<file path="src/rtl/hazard_ctrl_pkg.sv">
// hazard_ctrl_pkg: shared types and widths for the pipeline hazard controller.
//   hz_state_e : controller state encoding (RUN / FLUSH / MEM_WAIT)
//   hz_ctrl_t  : bundle of the six stall/flush controls driven to the pipe regs
//   sat_inc8   : saturating 8-bit increment used by the memory-wait watchdog
package hazard_ctrl_pkg;

  localparam int REG_ADDR_W  = 5;
  localparam int PERF_CNT_W  = 32;
  localparam int BUSY_CNT_W  = 8;
  localparam int FLUSH_CNT_W = 3;

  typedef enum logic [1:0] {
    HZ_RUN      = 2'd0,
    HZ_FLUSH    = 2'd1,
    HZ_MEM_WAIT = 2'd2
  } hz_state_e;

  typedef struct packed {
    logic pc_stall;
    logic if_id_stall;
    logic if_id_flush;
    logic id_exe_stall;
    logic id_exe_flush;
    logic exe_mem_stall;
  } hz_ctrl_t;

  function automatic logic [BUSY_CNT_W-1:0] sat_inc8(input logic [BUSY_CNT_W-1:0] v);
    return (v == '1) ? v : v + 1'b1;
  endfunction

endpackage

</file>
<file path="src/rtl/hazard_perf_cnt.sv">
// hazard_perf_cnt: single 32-bit event counter that sticks at all-ones.
//   clk : clock
//   rst : synchronous active-high reset, clears the count
//   en  : count this cycle
//   cnt : current count
module hazard_perf_cnt
  import hazard_ctrl_pkg::*;
(
  input  logic                  clk,
  input  logic                  rst,
  input  logic                  en,
  output logic [PERF_CNT_W-1:0] cnt
);

  always_ff @(posedge clk) begin
    if (rst)                  cnt <= '0;
    else if (en && cnt != '1) cnt <= cnt + 1'b1;
  end

endmodule

</file>
<file path="src/rtl/hazard_ctrl.sv">
// hazard_ctrl: stall/flush control for the PC, IF/ID, ID/EXE and EXE/MEM regs.
//   - load-use stall between the ID instruction and the load in ID/EXE
//   - FLUSH_CYCLES-long flush of IF/ID and ID/EXE after a taken EXE branch
//   - full-pipe freeze while data memory is busy, with a sticky watchdog
// Ports:
//   clk_i, rst_i (sync, active-high)
//   id_reg_addr_1_i/_2_i, id_rs1_used_i/id_rs2_used_i : ID source operands
//   ex_MemRead_i, ex_reg_dest_i                       : load info from ID/EXE
//   ex_branch_taken_i                                 : EXE branch resolved taken
//   mem_busy_i                                        : MEM stage must hold
//   *_stall_o / *_flush_o                             : pipe register controls (comb)
//   mem_timeout_o                                     : sticky watchdog (registered)
// Optional: define HAZARD_PERF_EN to add perf_lu_cnt_o, perf_flush_cnt_o and
// perf_wait_cnt_o (saturating 32-bit cycle counters).
module hazard_ctrl
  import hazard_ctrl_pkg::*;
#(
  parameter int FLUSH_CYCLES = 1,
  parameter int MEM_TIMEOUT  = 255
) (
  input  logic                  clk_i,
  input  logic                  rst_i,
  input  logic [REG_ADDR_W-1:0] id_reg_addr_1_i,
  input  logic [REG_ADDR_W-1:0] id_reg_addr_2_i,
  input  logic                  id_rs1_used_i,
  input  logic                  id_rs2_used_i,
  input  logic                  ex_MemRead_i,
  input  logic [REG_ADDR_W-1:0] ex_reg_dest_i,
  input  logic                  ex_branch_taken_i,
  input  logic                  mem_busy_i,
  output logic                  pc_stall_o,
  output logic                  if_id_stall_o,
  output logic                  if_id_flush_o,
  output logic                  id_exe_stall_o,
  output logic                  id_exe_flush_o,
  output logic                  exe_mem_stall_o,
`ifdef HAZARD_PERF_EN
  output logic [PERF_CNT_W-1:0] perf_lu_cnt_o,
  output logic [PERF_CNT_W-1:0] perf_flush_cnt_o,
  output logic [PERF_CNT_W-1:0] perf_wait_cnt_o,
`endif
  output logic                  mem_timeout_o
);

  hz_state_e              state, state_nxt, eff_state;
  logic [FLUSH_CNT_W-1:0] flush_cnt, flush_cnt_nxt;
  logic [BUSY_CNT_W-1:0]  busy_cnt, busy_cnt_nxt;
  logic                   lu;
  hz_ctrl_t               ctrl;

  // x0 is hardwired zero, so a load targeting it never creates a dependency.
  assign lu = ex_MemRead_i && (ex_reg_dest_i != '0) &&
              ((id_rs1_used_i && id_reg_addr_1_i == ex_reg_dest_i) ||
               (id_rs2_used_i && id_reg_addr_2_i == ex_reg_dest_i));

  // Once memory releases, MEM_WAIT resolves within the same cycle to the state
  // it interrupted, so the RUN/FLUSH rules apply without a dead cycle.
  always_comb begin
    eff_state = state;
    if (state == HZ_MEM_WAIT)
      eff_state = (flush_cnt != '0) ? HZ_FLUSH : HZ_RUN;
  end

  // State register and counters.
  always_ff @(posedge clk_i) begin
    if (rst_i) begin
      state         <= HZ_RUN;
      flush_cnt     <= '0;
      busy_cnt      <= '0;
      mem_timeout_o <= 1'b0;
    end else begin
      state     <= state_nxt;
      flush_cnt <= flush_cnt_nxt;
      busy_cnt  <= busy_cnt_nxt;
      if (mem_busy_i && busy_cnt_nxt == BUSY_CNT_W'(MEM_TIMEOUT))
        mem_timeout_o <= 1'b1;
    end
  end

  // Next state. A busy memory suspends a flush in progress: flush_cnt is held.
  always_comb begin
    state_nxt     = state;
    flush_cnt_nxt = flush_cnt;
    busy_cnt_nxt  = busy_cnt;
    if (mem_busy_i) begin
      state_nxt    = HZ_MEM_WAIT;
      busy_cnt_nxt = sat_inc8(busy_cnt);
    end else begin
      busy_cnt_nxt = '0;
      if (eff_state == HZ_FLUSH) begin
        flush_cnt_nxt = flush_cnt - 1'b1;
        state_nxt     = (flush_cnt == FLUSH_CNT_W'(1)) ? HZ_RUN : HZ_FLUSH;
      end else begin
        state_nxt = HZ_RUN;
        if (ex_branch_taken_i && FLUSH_CYCLES > 1) begin
          flush_cnt_nxt = FLUSH_CNT_W'(FLUSH_CYCLES - 1);
          state_nxt     = HZ_FLUSH;
        end
      end
    end
  end

  // Outputs. Branch flushes win over load-use: the dependent instruction is on
  // the wrong path anyway. During FLUSH, EXE holds a bubble so branch is moot.
  always_comb begin
    ctrl = '0;
    if (!rst_i) begin
      if (mem_busy_i) begin
        ctrl.pc_stall      = 1'b1;
        ctrl.if_id_stall   = 1'b1;
        ctrl.id_exe_stall  = 1'b1;
        ctrl.exe_mem_stall = 1'b1;
      end else if (eff_state == HZ_FLUSH || ex_branch_taken_i) begin
        ctrl.if_id_flush   = 1'b1;
        ctrl.id_exe_flush  = 1'b1;
      end else if (lu) begin
        ctrl.pc_stall      = 1'b1;
        ctrl.if_id_stall   = 1'b1;
        ctrl.id_exe_flush  = 1'b1;
      end
    end
  end

  assign pc_stall_o      = ctrl.pc_stall;
  assign if_id_stall_o   = ctrl.if_id_stall;
  assign if_id_flush_o   = ctrl.if_id_flush;
  assign id_exe_stall_o  = ctrl.id_exe_stall;
  assign id_exe_flush_o  = ctrl.id_exe_flush;
  assign exe_mem_stall_o = ctrl.exe_mem_stall;

`ifdef HAZARD_PERF_EN
  logic lu_cyc;
  assign lu_cyc = ctrl.pc_stall && !ctrl.exe_mem_stall;

  hazard_perf_cnt u_perf_lu (
    .clk (clk_i), .rst (rst_i), .en (lu_cyc),             .cnt (perf_lu_cnt_o)
  );
  hazard_perf_cnt u_perf_flush (
    .clk (clk_i), .rst (rst_i), .en (ctrl.if_id_flush),   .cnt (perf_flush_cnt_o)
  );
  hazard_perf_cnt u_perf_wait (
    .clk (clk_i), .rst (rst_i), .en (ctrl.exe_mem_stall), .cnt (perf_wait_cnt_o)
  );
`endif

endmodule

</file>
<file path="config.mk">
export PLATFORM = sky130hd
export DESIGN_NAME = hazard_ctrl
export DESIGN_NICKNAME = d
export VERILOG_FILES = /design/src/rtl/hazard_ctrl_pkg.sv /design/src/rtl/hazard_perf_cnt.sv /design/src/rtl/hazard_ctrl.sv
export SDC_FILE = /design/constraint.sdc
export NUM_CORES = 1
export LEC_CHECK = 0
export ABC_CLOCK_PERIOD_IN_PS = 5300
export CORE_ASPECT_RATIO = 1.25
export CORE_UTILIZATION = 49
export DETAILED_ROUTE_END_ITERATION = 16
export HOLD_SLACK_MARGIN = 0.15
export MAX_ROUTING_LAYER = met4
export PLACE_DENSITY = 0.8
export SETUP_SLACK_MARGIN = 0.1
export SYNTH_ARGS = -nofsm -noshare
export SYNTH_HDL_FRONTEND = slang
export SYNTH_SLANG_ARGS = --single-unit
export TNS_END_PERCENT = 50
</file>
<file path="constraint.sdc">
create_clock -name clk_i -period 5.3 [get_ports clk_i]
set_input_delay 0.795 -clock clk_i [delete_from_list [all_inputs] [get_ports clk_i]]
set_output_delay 0.795 -clock clk_i [all_outputs]
set_load 0.01 [all_outputs]
</file>
==> summary.txt <==
Floorplan
  • Die area: 2110 µm²
  • Top Ports: 29
  • Die Span Y: just over 50 µm
  • Die W: 41.3 µm
  • Initial core utilization: 0.529
  • Core Rows: 17
  • Core area: 1790 µm²

Drt
  • Vias per cell: 5.58
  • Initial drt markers: 17
  • Post-route ant nets: 0
  • Wire per inst: roughly 12 µm
  • Overall routed net length: 1990 µm
  • # DRC: 0
  • TritonRoute pass-1 iters: 4
  • Via count: 909

Power and ir drop
  • Lkg Pwr: 0.444 nW
  • P_sw: 0.0491 mW
  • Pwr dens: 179 nW/µm²
  • Logic pwr share: 0.179
  • Worst vdd ir: 0.175 mV
  • Part of the power in registers: 0.483
  • Total power: 0.223 mW
  • Clk pwr share: 0.338
  • Pint: 0.173 mW
  • Sw Share: 0.221

Worst setup path
  • Worst R2R End: mem_timeout_o$_SDFFE_PP0P_
  • Most frequent CP cell: clkdlybuf4s50_1
  • CP top delay family: buffers and inverters
  • CP Data Required Time: 4.51 ns
  • Worst EP arrival: 2.87 ns
  • CP Cell Sequence: clkdlybuf4s50_1, xnor2_1, nand4_1, o22ai_1, o211ai_1, o31ai_1, clkdlybuf4s50_1
  • Critical Path Fanout Max: 3
  • Max stage delay on crit path: 0.61 ns
  • Reg2Reg Depth: 6
  • R2R Path Start: busy_cnt[0]$_SDFF_PP0_
  • Buffer and inverter count on the worst path: 2
  • Crit Path Class: input pin to output pin
  • Startpoint types: input pin
  • Slowest CP cell: clkdlybuf4s50_1
  • Crit path capture type: output pin
  • R2r setup slk: 3.37 ns

Synth
  • Post-synthesis cell type count: 34
  • Post-Syn Area per Cell: 8.02 µm²
  • Dominant cell type by area after synthesis: dfxtp_1
  • Post-synthesis cell count: 118
  • Top-area cell type share of the netlist area: 0.296
  • Mapped Nets: 144
  • Yosys warns: 0
  • Ys async rst share: 0
  • EDFF count, synth: 0
  • Yosys reg bits: 14
  • Mapped Area: 946 µm²
  • Ranking of synthesized cells by area: dfxtp_1, xnor2_1, ha_1
  • Top_reg_cell synth: dfxtp_1
  • Sequential share of the synthesized area: 0.296

Global route
  • Largest net degree at the start of global routing: 9
  • Initial antenna violation count: 0
  • Total gr overflow: 0
  • Vias in the first global route: between 800 and 900
  • First-pass GRT wire length: between 3000 and 4000 µm
  • Tot GR Track Use: 0.226

Worst hold path
  • Worst hold start: mem_timeout_o$_SDFFE_PP0P_
  • HP Class: flop to flop
  • Hold depth: 2
  • Worst Hold End: mem_timeout_o$_SDFFE_PP0P_

STA
  • Fmax: approximately 0.27 GHz
  • Worst slew pin tran: roughly 0.33 ns
  • Fin crit period: about 3.7 ns
  • Setup Skew: between 0.001 and 0.0015 ns
  • Setup TNS: 0 ns
  • PnR worst setup slack: 1.63 ns
  • Unrepaired setup endpoints after global routing: false
  • Max-slew violation count: 0
  • Slew headroom: 0.776
  • Final Hold Viols: 0
  • Final Setup Violations: 0
  • Final period utilization: 0.692

CTS
  • Resize count post-CTS: 0
  • CTS Buf Count: 3
  • Clock sink total: 14
  • Hold-fix buffers, CTS: 0
  • Post-CTS Setup Inserts: 0
  • CTS root buffer: clkbuf_4
  • CTS tree: yes
  • Clk slew on worst S/H paths: 0.08 ns
  • Clock Path Buffers: 2
  • H-tree Lvls: 1
  • Clock latency on the worst-skew pair: 0.27 ns

Finish
  • Share of layout cells above drive strength 1: 0.0694
  • Fin nets: 171
  • Fillers: around 170
  • Antenna Diode Count: 0
  • Most frequent cells in the layout: clkdlybuf4s50_1, xnor2_1, dfxtp_1
  • Most common cell after layout, fill and taps aside: clkdlybuf4s50_1
  • FF/Latch Area: ~280 µm²
  • Synth-to-Final Area Change: 31.2%
  • Area of the multi-input gates: approximately 580 µm²

Placed design
  • Post-Place Worst Slack: 1.68 ns
  • # port buffers: 28
  • Gpl congestion: 0.776
  • Post-DP HPWL: between 1500 and 2000 µm

Flow run
  • Max-Cap Viols: 0

Status
  • Status: finished, final reports clean
[how the worst max path moves through the flow]
stage	startpoint	endpoint	slack [ns]	depth (start not counted)
2_1_floorplan	ex_reg_dest_i[2]	pc_stall_o	2.61	6
3_3_place_gp	ex_reg_dest_i[3]	pc_stall_o	1.81	7
3_5_place_dp	ex_reg_dest_i[3]	pc_stall_o	1.68	7
4_1_cts	ex_reg_dest_i[3]	if_id_stall_o	1.69	7
5_1_grt	ex_reg_dest_i[3]	if_id_stall_o	1.53	7
6_report	ex_reg_dest_i[3]	if_id_stall_o	1.63	7
[tightest hold or removal path: cells and delay by family (launching register included)]
| family | cells | cell delay, ns |
|---|---|---|
| DFF | 1 | 0.32 |
| AOI/OAI and AO/OA | 1 | 0.05 |
| buffers and inverters | 1 | 0.05 |
[synth_stat cells, types with 3 or more instances]
cell     instances
a21oi_1          7
inv_1           10
nand2_1          7
ha_1             4
dfxtp_1         14
o21ai_0          3
a31oi_1          3
nor3_1           4
nor2_1          12
nor2b_1          3
xnor2_1         14
nand3_1          3
nor3b_1          3
nand4_1          3
buf_4            4
[flip-flops by register name, indices dropped and copies added, names as in the netlist]
name,flops
flush_cnt,3
mem_timeout_o,1
busy_cnt,8
state,2
[layer usage]
layer	vias up	share of wire	GRT usage
li1	462	-	-
met1	416	0.41	0.238
met2	29	0.54	0.404
met3	2	0.040	0.0261
met4	0	0.0060	0.0806
met5	-	0	-
[stage by stage]
stage,cells,util,hold WS (ns),area [µm²]
after CTS,163,0.695,0.470,1240
after detailed placement,159,0.674,0.458,1200
after global routing,163,0.695,0.520,1240
after floorplan,118,-,0.474,946
after global placement,159,0.674,0.449,1200
final,163,0.695,0.466,1240
[cells by family after synthesis]
group | synth area share
XOR/XNOR | 0.130
adder cells (fa/ha/maj) | 0.0529
AND/OR/NAND/NOR | 0.261
flip-flops | 0.296
buffers and inverters | 0.0873
AO/OA/AOI/OAI | 0.173
[power groups by stage]
stage,logic [mW],clock network (mW),registers [mW]
6_report,0.0399,0.0752,0.108
5_1_grt,0.0434,0.0820,0.108
4_1_cts,0.0402,0.0772,0.107
3_5_place_dp,0.0400,0,0.110
3_3_place_gp,0.0394,0,0.110
2_1_floorplan,0.0172,0,0.110
[layout make-up]
cell class | instances | area share
Clock buffer | 4 | 0.0292
Inverter | 10 | 0.0302
Multi-Input combinational cell | 88 | 0.470
Sequential cell | 14 | 0.226
Tap cell | 19 | 0.0192
Timing Repair Buffer | 28 | 0.226
(Power assumes the default switching activity.)
